`config.mk`:
```
export PLATFORM = sky130hd
export DESIGN_NAME = fan_speed_ctrl
export DESIGN_NICKNAME = d
export VERILOG_FILES = /design/src/rtl/fan_pkg.sv /design/src/rtl/fan_pwm_gen.sv /design/src/rtl/fan_speed_ctrl.sv
export SDC_FILE = /design/constraint.sdc
export NUM_CORES = 1
export LEC_CHECK = 0
export CAP_MARGIN = 10
export CORE_MARGIN = 8
export CORE_UTILIZATION = 35
export DETAILED_ROUTE_END_ITERATION = 10
export GPL_ROUTABILITY_DRIVEN = 1
export PLACE_DENSITY = 0.6
export SKIP_CTS_REPAIR_TIMING = 1
export SLEW_MARGIN = 0
export SYNTH_ARGS = -nofsm -noshare
export SYNTH_HDL_FRONTEND = slang
export SYNTH_HIERARCHICAL = 1
export SYNTH_SLANG_ARGS = --single-unit
```
`constraint.sdc`:
```
create_clock -name clk -period 3.65 [get_ports clk]
set_input_delay 0.9125 -clock clk [delete_from_list [all_inputs] [get_ports clk]]
set_output_delay 0.9125 -clock clk [all_outputs]
set_load 0.01 [all_outputs]
```
`src/rtl/fan_pkg.sv`:
```
// Shared definitions for the fan speed controller: speed encodings, timer
// select width and the duty-percent to clock-cycles conversion.
package fan_pkg;

   typedef enum logic [1:0] {
      SPD_OFF  = 2'd0,
      SPD_LOW  = 2'd1,
      SPD_MID  = 2'd2,
      SPD_HIGH = 2'd3
   } spd_e;

   localparam int TSEL_W = 2;

   function automatic int duty_cycles(input int period, input int pct);
      return (period * pct) / 100;
   endfunction

endpackage

```
`src/rtl/fan_pwm_gen.sv`:
```
// Free-running PWM generator with a duty register that reloads only at the
// period boundary. Optional spin-up kick guarded by FAN_KICK_START_EN.
module fan_pwm_gen
   import fan_pkg::*;
#(
   parameter int PWM_PERIOD   = 1000,
   parameter int KICK_PERIODS = 50,
   localparam int DUTY_W      = $clog2(PWM_PERIOD + 1)
) (
   input  logic              clk,
   input  logic              rst,
   input  logic [DUTY_W-1:0] level_duty_i,
   input  logic              kick_req_i,
   output logic              pwm_o
);

   localparam int                CNT_W     = $clog2(PWM_PERIOD);
   localparam logic [CNT_W-1:0]  CNT_LAST  = CNT_W'(PWM_PERIOD - 1);
   localparam logic [DUTY_W-1:0] DUTY_FULL = DUTY_W'(PWM_PERIOD);

   logic [CNT_W-1:0]  cnt_q, cnt_d;
   logic [DUTY_W-1:0] duty_q, duty_d;
   logic              boundary;

   assign boundary = (cnt_q == CNT_LAST);
   assign cnt_d    = boundary ? '0 : cnt_q + CNT_W'(1);
   assign pwm_o    = (DUTY_W'(cnt_q) < duty_q);

`ifdef FAN_KICK_START_EN
   // KICK_PERIODS is expected to be at least 1 when the kick is built in.
   localparam int KW = (KICK_PERIODS > 1) ? $clog2(KICK_PERIODS) : 1;

   logic          kick_pend_q, kick_pend_d;
   logic [KW-1:0] kick_left_q, kick_left_d;

   always_comb begin
      duty_d      = duty_q;
      kick_pend_d = kick_pend_q;
      kick_left_d = kick_left_q;
      if (boundary) begin
         if (level_duty_i == '0) begin
            duty_d      = '0;
            kick_pend_d = 1'b0;
            kick_left_d = '0;
         end else if (kick_pend_q) begin
            duty_d      = DUTY_FULL;
            kick_pend_d = 1'b0;
            kick_left_d = KW'(KICK_PERIODS - 1);
         end else if (kick_left_q != '0) begin
            duty_d      = DUTY_FULL;
            kick_left_d = kick_left_q - KW'(1);
         end else begin
            duty_d = level_duty_i;
         end
      end
      // A spin-up request on a boundary edge must survive that edge's reload.
      if (kick_req_i) kick_pend_d = 1'b1;
   end

   always_ff @(posedge clk or posedge rst) begin
      if (rst) begin
         kick_pend_q <= 1'b0;
         kick_left_q <= '0;
      end else begin
         kick_pend_q <= kick_pend_d;
         kick_left_q <= kick_left_d;
      end
   end
`else
   logic unused_kick;
   assign unused_kick = kick_req_i | (KICK_PERIODS == 0) | (DUTY_FULL == '0);

   always_comb begin
      duty_d = duty_q;
      if (boundary) duty_d = level_duty_i;
   end
`endif

   always_ff @(posedge clk or posedge rst) begin
      if (rst) begin
         cnt_q  <= '0;
         duty_q <= '0;
      end else begin
         cnt_q  <= cnt_d;
         duty_q <= duty_d;
      end
   end

endmodule

```
`src/rtl/fan_speed_ctrl.sv`:
```
// Fan speed FSM and auto-off timer driven by button gesture pulses; the PWM
// stage lives in fan_pwm_gen. Optional spin-up kick: FAN_KICK_START_EN.
module fan_speed_ctrl
   import fan_pkg::*;
#(
   parameter int CLK_PER_SEC    = 125_000_000,
   parameter int PWM_PERIOD     = 1000,
   parameter int DUTY_LOW       = 30,
   parameter int DUTY_MID       = 60,
   parameter int DUTY_HIGH      = 100,
   parameter int TIMER_STEP_SEC = 3600,
   parameter int KICK_PERIODS   = 50
) (
   input  logic              clk,
   input  logic              reset_p,
   input  logic              single,
   input  logic              double,
   input  logic              long,
   output logic              pwm_out,
   output logic [1:0]        speed_level,
   output logic [TSEL_W-1:0] timer_sel,
   output logic [15:0]       remaining_sec,
   output logic              timer_expired
);

   localparam int                DUTY_W     = $clog2(PWM_PERIOD + 1);
   localparam int                PW         = (CLK_PER_SEC > 1) ? $clog2(CLK_PER_SEC) : 1;
   localparam logic [PW-1:0]     PRESC_LAST = PW'(CLK_PER_SEC - 1);
   localparam logic [DUTY_W-1:0] DUTY_LOW_C  = DUTY_W'(duty_cycles(PWM_PERIOD, DUTY_LOW));
   localparam logic [DUTY_W-1:0] DUTY_MID_C  = DUTY_W'(duty_cycles(PWM_PERIOD, DUTY_MID));
   localparam logic [DUTY_W-1:0] DUTY_HIGH_C = DUTY_W'(duty_cycles(PWM_PERIOD, DUTY_HIGH));

   spd_e              spd_q, spd_d, spd_next;
   logic [TSEL_W-1:0] tsel_q, tsel_d, tsel_inc;
   logic [15:0]       rem_q, rem_d, rem_load;
   logic [PW-1:0]     presc_q, presc_d;
   logic              exp_q, exp_d;
   logic              expire;
   logic              kick_req;
   logic [DUTY_W-1:0] level_duty;

   assign expire   = (tsel_q != '0) && (rem_q == '0);
   assign tsel_inc = tsel_q + TSEL_W'(1);
   assign rem_load = 16'(int'(tsel_inc) * TIMER_STEP_SEC);

   always_comb begin
      case (spd_q)
         SPD_OFF: spd_next = SPD_LOW;
         SPD_LOW: spd_next = SPD_MID;
         SPD_MID: spd_next = SPD_HIGH;
         default: spd_next = SPD_OFF;
      endcase
   end

   // Expiry outranks every user pulse; among pulses long > single > double.
   always_comb begin
      spd_d   = spd_q;
      tsel_d  = tsel_q;
      rem_d   = rem_q;
      presc_d = presc_q;
      exp_d   = 1'b0;
      if (expire || long || (single && spd_q == SPD_HIGH)) begin
         spd_d   = SPD_OFF;
         tsel_d  = '0;
         rem_d   = '0;
         presc_d = '0;
         exp_d   = expire;
      end else if (double && !single && spd_q != SPD_OFF) begin
         tsel_d  = tsel_inc;
         rem_d   = rem_load;
         presc_d = '0;
      end else begin
         if (single) spd_d = spd_next;
         if (tsel_q != '0) begin
            if (presc_q == PRESC_LAST) begin
               presc_d = '0;
               rem_d   = rem_q - 16'd1;
            end else begin
               presc_d = presc_q + PW'(1);
            end
         end
      end
   end

   always_ff @(posedge clk or posedge reset_p) begin
      if (reset_p) begin
         spd_q   <= SPD_OFF;
         tsel_q  <= '0;
         rem_q   <= '0;
         presc_q <= '0;
         exp_q   <= 1'b0;
      end else begin
         spd_q   <= spd_d;
         tsel_q  <= tsel_d;
         rem_q   <= rem_d;
         presc_q <= presc_d;
         exp_q   <= exp_d;
      end
   end

   always_comb begin
      case (spd_q)
         SPD_LOW:  level_duty = DUTY_LOW_C;
         SPD_MID:  level_duty = DUTY_MID_C;
         SPD_HIGH: level_duty = DUTY_HIGH_C;
         default:  level_duty = '0;
      endcase
   end

   assign kick_req = (spd_q == SPD_OFF) && (spd_d != SPD_OFF);

   fan_pwm_gen #(
      .PWM_PERIOD   (PWM_PERIOD),
      .KICK_PERIODS (KICK_PERIODS)
   ) u_pwm (
      .clk          (clk),
      .rst          (reset_p),
      .level_duty_i (level_duty),
      .kick_req_i   (kick_req),
      .pwm_o        (pwm_out)
   );

   assign speed_level   = spd_q;
   assign timer_sel     = tsel_q;
   assign remaining_sec = rem_q;
   assign timer_expired = exp_q;

endmodule

```
# Word-level counts from Yosys, hierarchy flattened
# Cells that the tools add are included.
[word_totals]
regBits = 68
output_inout_bits = 22
wordCells = 53
[classes]
addsub = 4
n_mul = 1
n_lt_le_gt_ge = 1
n_eq_ne = 6
muxes = 17
n_reduce_logical = 17
[ops]
columns = ["operator", "n"]
rows = [
  ["2-to-1 mux 27 bit", 4],
  ["2-to-1 mux 16 bit", 4],
  ["case mux 10 bit (3 select lines)", 1],
  ["adder 27 x 1 -> 27 bit (second input constant)", 1],
  ["equality test 27 bit (second input constant)", 1],
  ["logical NOT 16 bit", 1],
  ["subtractor 16 x 1 -> 16 bit (second input constant)", 1],
  ["adder 10 x 1 -> 10 bit (second input constant)", 1],
  ["equality test 10 bit (second input constant)", 1],
  ["< comparator 10 bit", 1],
  ["multiplier 2 x 8 -> 10 bit (second input constant)", 1],
  ["2-to-1 mux 10 bit", 1],
  ["2-to-1 mux 2 bit", 5],
  ["nonzero test 2 bit", 4],
  ["case mux 2 bit (3 select lines)", 1],
  ["nonzero test 3 bit", 2],
  ["equality test 2 bit (second input constant)", 2],
  ["logical AND 1 bit", 4],
  ["AND reduction 2 bit", 2],
  ["adder 2 x 1 -> 2 bit (second input constant)", 1],
  ["equality test 2 x 1 -> 1 bit (second input constant)", 1],
  ["logical NOT 2 bit", 1],
  ["logical OR 1 bit", 2],
  ["!= test 2 bit (second input constant)", 1],
  ["2 further kinds", 2],
]

# Longest topological paths before layout
[depth]
ltp_word = 6
mapped_depth = 9
ltp_nobuf = 7

# Cells and area by module
# The synthesis kept the hierarchy.
[by_module_without_submodules]
columns = ["module", "instances", "cells_each", "area_each_um2"]
rows = [
  ["fan_speed_ctrl", 1, 304, 2865.2],
  ["fan_pwm_gen", 1, 99, 1053.5],
]

# Least setup slack after synthesis
# No wires, ideal clock.
[synth_timing]
path_type = "input to register"
from = "input single"
to = "register presc_q[12]"
setup_ns = 0.121
arrival_time_ns = 2.256
required_ns = 3.529
setup_slack_ns = 1.272
cell_stages = 7
path_buffers = 2
path_cell_list = "or3b_1 -> clkbuf_1 -> a31oi_1 -> clkbuf_1 -> nand4_1 -> xor2_1 -> nor2_1"
[synth_via]
elab_chain_cells = 5
word_cells_on_any_way = 8
cone_classes = "2 x mux; 6 x reduce/logical"
[synth_lines]
columns = ["item", "line_no", "source"]
rows = [
  ["start, declared", "fan_speed_ctrl.sv:16", "input logic single,"],
  ["logical NOT 1 bit", "fan_speed_ctrl.sv:68", "end else if (double && !single && spd_q != SPD_OFF) begin"],
  ["logical AND 1 bit (2 in series)", "fan_speed_ctrl.sv:68", ""],
  ["2-to-1 mux 27 bit", "fan_speed_ctrl.sv:68", ""],
  ["2-to-1 mux 27 bit", "fan_speed_ctrl.sv:62", "if (expire || long || (single && spd_q == SPD_HIGH)) begin"],
  ["end signal, assigned", "fan_speed_ctrl.sv:96", "presc_q <= presc_d;"],
  ["end, declared", "fan_speed_ctrl.sv:36", "logic [PW-1:0] presc_q, presc_d;"],
]
# Parallel ways exist; a longest one is shown, timed or not.
# A chain may end at the register's enable or synchronous reset.

# Worst setup path after layout
[layout_timing]
from = "register u_pwm.cnt_q[4]"
to = "output pwm_out"
[layout_via]
elab_chain_cells = 1
[layout_lines]
columns = ["item", "line_no", "source"]
rows = [
  ["start, declared", "fan_pwm_gen.sv:21", "logic [CNT_W-1:0] cnt_q, cnt_d;"],
  ["start signal, assigned", "fan_pwm_gen.sv:84", "cnt_q <= cnt_d;"],
  ["< comparator 10 bit", "fan_pwm_gen.sv:27", "assign pwm_o = (DUTY_W'(cnt_q) < duty_q);"],
  ["end, declared", "fan_speed_ctrl.sv:19", "output logic pwm_out,"],
]
# Every way passes these cells.

==> out/qor.csv <==
metric;value;unit
Port Buffers;26;
Starting Density;35.9;%
critical path class;reg -> out;
max_slew headroom;48.2;%
Core Rows;38;
largest net degree at the start of global routing;33;
highest routed layer;met4;
CORE AREA;0.0109;mm2
Startpoint Class;flip-flop;
mapped cell area;0.00391;mm2
Post-Syn Instances;401;
layout cells sized above 1;11.5;%
diode count;0;
Area Overhead vs Synth;18.2;%
Worst Path Max Fanout;7;
GR Overflow Total;0;
endpoints failing setup;0;
dpl hpwl;6.27;mm
Critical Path RT;2.74;ns
most frequent cells in the layout;68 x dfrtp_1, 55 x nor2_1, 27 x xor2_1;
Met1 Wirelength;4.25;mm
H-tree Lvls;3;
Final Cycle Share;86.5;%
final core occ;42.4;%
Worst setup EP type;primary output;
r2r worst-path depth;7;
total power;1.77;mW
Routed WL per cell;15.0;um
CP Data Arrival Time;2.24;ns
RSZ-0062 raised after global routing;no;
met2 WL;4.07;mm
Met3 Wirelength;340;um
most common cell after layout, fill and taps aside;dfrtp_1;
Worst-Margin Slew;0.777;ns
fin nets;467;
syn_area_per_cell;9.74;um2
FMAX;317;MHz
via-per-instance ratio;5.22;
routed vias;3042;
TritonCTS clock tree;done;
Initial DRC Count;248;
Post-DRT Antenna Nets;0;
antenna violations before repair;0;
clk_skew;0.0126;ns
final worst slack;0.494;ns
YS warnings;6;
leakage;2.03;nW
worst hold-check path type;reg -> reg;
DP Area;0.00437;mm2
vias in the first global route;3031;
Ports;27;
GR Util All Layers;12.2;%
first-pass GRT wire length;14.7;mm
Die Y;122;um
final hold violations;0;
Clock Path Buffers;2;
DR DRC count;0;
power density cells;384;mW/mm2
crit path time final;3.16;ns
GP Congestion;0.812;
Place WS;0.557;ns
CTS clk-pin slew, worst paths;0.08;ns
final instance area;0.00462;mm2
1st-pass router iterations;4;
status;completed;
fillcell total;1047;
clock latency on the worst-skew pair;0.36;ns
Clk Tree Root Cell;clkbuf_8;
chip width;122;um
clock sink count;68;
hold path cells;1;
Final Max Tran Viols;0;
final WL;8.77;mm
final setup TNS;0;ns
CTS buffer count;9;
Die ar.;0.0148;mm2
Max-Cap Viols;0;
Peak VDD IR;0.177;mV
-- registers in the layout (all words and copies together) (netlist names) --
signal         flops
presc_q           27
remaining_sec     16
speed_level        2
timer_expired      1
timer_sel          2
u_pwm/cnt_q       10
u_pwm/duty_q      10
-- report_power, final --
group          leakage, nW  internal [mW]  switching [mW]  total, mW
clock network        0.120          0.458           0.309      0.767
registers            0.927          0.768          0.0228      0.791
logic                0.980         0.0862           0.128      0.214
total                 2.03           1.31           0.459       1.77
-- metrics by stage --
step	cells	hold slack [ns]
after floorplan	402	0.446
after global placement	566	0.476
after detailed placement	566	0.474
after CTS	582	0.486
after global routing	583	0.494
final	583	0.482
-- worst paths after layout --
check	start	to	slack (ns)
min in group asynchronous	reset_p	presc_q[10]	1.03
max	u_pwm/cnt_q[4]	pwm_out	0.49
min	u_pwm/cnt_q[0]	u_pwm/cnt_q[0]	0.48
max reg2reg	speed_level[0]	presc_q[26]	1.13
max in group asynchronous	reset_p	presc_q[18]	2.02
min reg2reg	u_pwm/cnt_q[0]	u_pwm/cnt_q[0]	0.48
-- cell type report --
class                   count  area, um2  share of cell area (%)
clock inverters             7        124                    2.68
inverters                  21       78.8                    1.71
repair buffers             36        333                    7.21
well taps                 140        175                    3.79
multi-input cells         302       2080                    45.1
flip-flops and latches     68       1700                    36.8
clock buffers               9        124                    2.68
-- per-layer routing --
metal | global-route usage (%) | vias up
met5 | 0 | -
met4 | 5.78 | 0
met3 | 2.36 | 11
met2 | 19.4 | 45
met1 | 15.7 | 1483
li1 | - | 1503
-- worst max-delay path, cell delays in order, from the launching register on --
cell and delay (ns):
dfrtp_1 0.47, ha_1 0.36, a21oi_1 0.15, nand2_1 0.07, o2bb2ai_1 0.14, a21oi_1 0.16, clkdlybuf4s50_1 0.55
No activity file was read; power rests on OpenSTA's default activity.
